<file path="src/rtl/gmm_mul_pipe.sv">
// rtl/gmm_mul_pipe.sv - pipelined bubble-collapsing unsigned multiplier with valid/ready on both sides
// Each stage adds one B_W/STAGES-bit chunk of b's partial product into a running accumulator.
module gmm_mul_pipe #(
   parameter int A_W    = 17,
   parameter int B_W    = 16,
   parameter int STAGES = 4
) (
   input  logic               clk,
   input  logic               rst,
   input  logic               snk_valid,
   input  logic [A_W-1:0]     snk_a,
   input  logic [B_W-1:0]     snk_b,
   output logic               snk_ready,
   input  logic               src_ready,
   output logic               src_valid,
   output logic [A_W+B_W-1:0] src_data
);

   localparam int C   = B_W / STAGES;
   localparam int P_W = A_W + B_W;

   logic [STAGES-1:0] v_q, v_d, ld;
   logic [A_W-1:0]    a_q   [STAGES];
   logic [A_W-1:0]    a_d   [STAGES];
   logic [B_W-1:0]    b_q   [STAGES];
   logic [B_W-1:0]    b_d   [STAGES];
   logic [P_W-1:0]    acc_q [STAGES];
   logic [P_W-1:0]    acc_d [STAGES];
   logic [P_W-1:0]    acc_in[STAGES];
   logic [P_W-1:0]    pp    [STAGES];

   // A stage may load when it or any stage after it is empty, or the sink drains the last one.
   always_comb begin
      for (int i = 0; i < STAGES; i++) begin
         logic room;
         room = src_ready;
         for (int j = i; j < STAGES; j++) begin
            room = room | ~v_q[j];
         end
         ld[i] = room;
      end
   end

   always_comb begin
      v_d[0]    = ld[0] ? snk_valid : v_q[0];
      a_d[0]    = snk_a;
      b_d[0]    = snk_b;
      acc_in[0] = '0;
      for (int i = 1; i < STAGES; i++) begin
         v_d[i]    = ld[i] ? v_q[i-1] : v_q[i];
         a_d[i]    = a_q[i-1];
         b_d[i]    = b_q[i-1];
         acc_in[i] = acc_q[i-1];
      end
      for (int i = 0; i < STAGES; i++) begin
         pp[i]    = P_W'(a_d[i]) * P_W'(b_d[i][i*C +: C]);
         acc_d[i] = acc_in[i] + (pp[i] << (i * C));
      end
   end

   always_ff @(posedge clk or negedge rst) begin
      if (!rst) begin
         v_q <= '0;
         for (int i = 0; i < STAGES; i++) begin
            a_q[i]   <= '0;
            b_q[i]   <= '0;
            acc_q[i] <= '0;
         end
      end else begin
         v_q <= v_d;
         for (int i = 0; i < STAGES; i++) begin
            if (ld[i]) begin
               a_q[i]   <= a_d[i];
               b_q[i]   <= b_d[i];
               acc_q[i] <= acc_d[i];
            end
         end
      end
   end

   assign snk_ready = ld[0];
   assign src_valid = v_q[STAGES-1];
   assign src_data  = acc_q[STAGES-1];

endmodule

</file>
<file path="config.mk">
export PLATFORM = sky130hd
export DESIGN_NAME = gmm_mul_pipe
export DESIGN_NICKNAME = d
export VERILOG_FILES = /design/src/rtl/gmm_mul_pipe.sv
export SDC_FILE = /design/constraint.sdc
export NUM_CORES = 1
export LEC_CHECK = 0
export BUFFER_PORTS_ARGS = -buffer_cell sky130_fd_sc_hd__buf_2
export CORE_ASPECT_RATIO = 0.8
export CORE_MARGIN = 5
export CORE_UTILIZATION = 65
export CTS_BUF_LIST = sky130_fd_sc_hd__clkbuf_4
export DETAILED_ROUTE_END_ITERATION = 7
export GPL_TIMING_DRIVEN = 0
export PLACE_DENSITY = 0.94
export SLEW_MARGIN = 25
export SYNTH_ARGS = -nofsm -noshare
export SYNTH_HDL_FRONTEND = slang
export SYNTH_SLANG_ARGS = --single-unit
</file>
<file path="constraint.sdc">
create_clock -name clk -period 7.65 [get_ports clk]
set_clock_uncertainty 0.05 [all_clocks]
set_input_delay 0.3825 -clock clk [delete_from_list [all_inputs] [get_ports clk]]
set_output_delay 0.3825 -clock clk [all_outputs]
set_load 0.02 [all_outputs]
</file>
Word-level counts from Yosys, hierarchy flattened
Index checks and enable logic that the tools add are counted.

word-level totals
  register bits = 223

cells by class
  multiply operators = 4
  bitwise gates (word level) = 14
  add/subtract/negate cells = 3

operators by type and width
  kind                         number
  multiplier 17 x 4 -> 21 bit  4
  adder 33 x 29 -> 33 bit      1
  adder 33 bit                 1
  adder 21 x 25 -> 26 bit      1
  OR 1 bit                     10
  NOT 1 bit                    4

Longest topological paths before layout
  word-level depth = 5
  depth in mapped cells = 25
  depth with buffers taken out = 24

Least setup slack after synthesis
OpenSTA, ideal clock, no wires.

  path type = reg2reg
  start = register b_q (netlist bit b_d[27])
  end = register acc_q (netlist bit acc_in[25])
  setup time = 95 ps
  data required time = 7505 ps
  buffers on the path = 1
  data arrival time = 5181 ps
  cell stages (with the launch flop) = 22
  period minus slack after synthesis = 5326 ps
  setup slack = 2324 ps
  cell sequence = dfrtp_1 -> clkbuf_1 -> nand2_1 -> fa_1 -> fa_1 -> inv_1 -> fa_1 -> nand2_1 -> a21oi_1 -> o31ai_1 -> nand2b_1 -> a21oi_1 -> xnor2_1 -> ha_1 -> and3_1 -> and3_1 -> a211oi_1 -> a21oi_1 -> o41ai_1 -> a211oi_1 -> o21a_1 -> o31ai_1

on the way
  cells in the longest elaborated chain, start to end = 2

RTL lines
  element                           RTL line  source
  start: declaration                25        logic [B_W-1:0] b_q [STAGES];
  start signal: indexed assignment  74        b_q[i] <= b_d[i];
  multiplier 17 x 4 -> 21 bit       56        pp[i] = P_W'(a_d[i]) * P_W'(b_d[i][i*C +: C]);
  adder 33 x 29 -> 33 bit           57        acc_d[i] = acc_in[i] + (pp[i] << (i * C));
  end signal: indexed assignment    75        acc_q[i] <= acc_d[i];
  end: declaration                  27        logic [P_W-1:0] acc_q [STAGES];

Every way passes these cells.
A chain may end at the register's enable or synchronous reset.

Worst setup path in the final report
  start = register b_q (netlist bit b_d[27])
  end = register acc_q (netlist bit acc_in[27])

Same word-level chain as after synthesis.

==> metrics.yaml <==
status: "finished clean"
wire_per_inst_um: 17.4
total_power_uw: 8000
clk_latency_ps: 660
final_util: 0.716
pre_cts_ws_ps: 1290
syn_avg_cell_area_sq_um: 8.32
clock.fmax_ghz: 0.155
synth-edff-count: 0
numCtsBuffers: 17
ys_seq_area_frac: 0.271
min_path_type: "input port to asynchronous set/reset pin"
startpoint: "b_d[27]$_DFFE_PN0P_"
firstDrtPassIters: 8
num_io_pins: 72
grt_pass1_wl_mm: 75.4
die_y_um: 157
num-fill-cells: 1925
cts_tree: "built"
synth_cells: 2102
yosys_warnings: 0
synth_cell_types: 72
period_share: 0.843
vias: 15300
async_reset_ff_frac: 1.00
end_kind: "flip-flop"
final_layout_size_suffix_gt1_frac: 0.0555
antenna_found_initial: 1
setup_viol: 0
slew_headroom: 0.441
ff2ff_path_depth: 21
crit_path_max_fanout: 10
powerDensity_nw_per_um2: 423
vias_per_cell: 5.89
overflow: 0
cp_slowest_cell: "fa_1"
cp_data_arrival_time_ps: 6940
ir_drop_mv: 0.272
finalSetupTns_ps: 0
clock_path_buffers: 2
critPathLaunchType: "flip-flop"
ff2ff_setup_slack_ps: 1200
syn_area_sq_um: 17500
yosys.area.top_type: "dfrtp_1"
synth.most_common_cell: "nand2_1"
place_congestion: 0.940
synth_area_leaders: "dfrtp_1, fa_1, ha_1"
p_leak_uw: 0.00979
tightest_slew_ps: 836
fin_nets: 2540
rows: 53
portBuffers: 68
slowest_delay_ps: 560
fin_ws_ps: 1200
die_w_um: 193
grt_pass1_vias: 15400
critPathKind: "flip-flop to flip-flop"
synth_top_cell_area_share: 0.271
grt_usage: 0.304
drt-initial-drc-count: 1393
postSynth.topFlopCell: "dfrtp_1"
rsz0062_at_grt: "false"
ys_top_cells_by_count: "nand2_1, inv_1, dfrtp_1, and2_1, ha_1"
maxCapViolCount: 0
root_buffer: "clkbuf_4"
maxSlewViolCount: 0
start_util: 0.662
cp_data_required_time_ps: 8140
dp_hpwl_mm: 36.0
clkSinkCount: 189
core_sq_um: 26400
h-tree-depth: 4
grt_max_degree: 82
syn2layout_area_growth_pct: 8.11
hold_viol_final: 0
ant_nets: 0
clkSlewWorstSetupHoldPaths_ps: 170
min_period_ps: 6450
regToRegStartpoint: "b_d[27]$_DFFE_PN0P_"
dieArea_sq_um: 30300
ys_ff_latch: 189
synth_nets: 2420
drc: 0
post_cts_buffers: 0
critical_path.cell_chain: "clkbuf_1 -> nand2_1 -> fa_1 -> fa_1 -> inv_1 -> fa_1 -> nand2_1 -> a21oi_1 -> o31ai_1 -> nand2b_1 -> a21oi_1 -> xnor2_1 -> ha_1 -> and3_1 -> and3_1 -> a211oi_1 -> a21oi_1 -> o41ai_1 -> a2111oi_1 -> xnor2_1 -> o21ai_1"
wl_mm: 45.0
## per-stage QoR
| stage | instances | hold WS, ps | area [sq um] |
|---|---|---|---|
| after floorplan | 2102 | 36.9 | 17500 |
| after global routing | 2591 | 158 | 18900 |
| after global placement | 2527 | 396 | 18300 |
| after CTS | 2590 | 129 | 18900 |
| after detailed placement | 2529 | 256 | 18300 |
| final | 2591 | 135 | 18900 |
## cell families (layout without fill, tap and decap cells)
group | count (synthesis) | in the layout | synth area share
adders and majority gates | 281 | 281 | 0.254
and+or+nand+nor | 894 | 894 | 0.233
xor gates and xnor gates | 98 | 98 | 0.0495
other | 0 | 1 | 0
buffers and inverters | 292 | 423 | 0.0627
muxes | 2 | 2 | 0.00115
DFF | 189 | 189 | 0.271
AOI/OAI and AO/OA | 346 | 346 | 0.129
## final cells by class
cell class | count | area, sq um | area share
timing repair buffer | 101 | 716 | 0.0379
clock buffer | 17 | 128 | 0.00675
tap | 357 | 447 | 0.0236
sequential | 189 | 4730 | 0.250
buffer | 64 | 240 | 0.0127
inverter | 228 | 856 | 0.0453
antenna | 1 | 2.50 | 0.000132
clock inverter | 13 | 125 | 0.00662
multi-input combinational | 1621 | 11700 | 0.617
## worst max-delay path, delay by kind of cell (launching register included)
kind | cells | cell delay [ps]
AND/OR/NAND/NOR | 5 | 740
flip-flops | 1 | 520
adder cells (fa/ha/maj) | 4 | 1870
XOR/XNOR | 2 | 530
buffers and inverters | 2 | 470
AO/OA/AOI/OAI | 8 | 2150
## per-layer routing
metal  vias to the layer above  share of wire  global-route usage
li1                       7057              -                   -
met1                      7397           0.42               0.411
met2                       704           0.46               0.500
met3                       101           0.10              0.0678
met4                         0          0.023              0.0873
met5                         -              0                   0
## registers in the layout (all words and copies together) (netlist names)
signal and count:
acc_in 77, a_d 51, src_data 33, b_d 24, v_q 4
## placed cells by master, fill, tap and decap left out, types with 4 or more instances in the layout
cell type / instances
nand2b_1: 20
o21ai_1: 35
a21oi_1: 102
nor3_1: 20
nor2b_1: 11
inv_1: 225
dlygate4sd3_1: 31
nor2_1: 77
nand2_1: 520
o21a_1: 14
xnor2_1: 63
or2_2: 7
fa_1: 123
clkbuf_4: 17
xor2_1: 34
a211oi_1: 26
inv_8: 4
ha_1: 158
or2_1: 4
and2_1: 164
a21o_1: 30
nor4_1: 4
a31oi_1: 6
buf_2: 67
o21ai_0: 50
or3_1: 10
dfrtp_1: 189
o211ai_1: 7
nand3_1: 28
and3_1: 15
o21bai_1: 18
o31a_1: 4
clkbuf_1: 62
inv_6: 4
o31ai_1: 13
## power by group
part	internal, uW	total (uW)	switching [uW]	leakage [uW]
clock	140	543	403	0.000137
sequential	1360	1660	306	0.00226
combinational	2390	5790	3400	0.00739
## what timing repair did
item                                    CTS  global route
gates resized for setup                   0             0
endpoints found under the hold margin   139             0
endpoints found under the setup margin    0             0
hold buffers                             31             0
## path summary, 6_finish.rpt
path,endpoint
max,acc_in[27]$_DFFE_PN0P_
min,src_data[2]$_DFFE_PN0P_
max reg2reg,acc_in[27]$_DFFE_PN0P_
min reg2reg,src_data[1]$_DFFE_PN0P_
max in group asynchronous,acc_in[58]$_DFFE_PN0P_
min in group clk,v_q[3]$_DFFE_PN0P_
No activity file was read; power rests on OpenSTA's default activity.
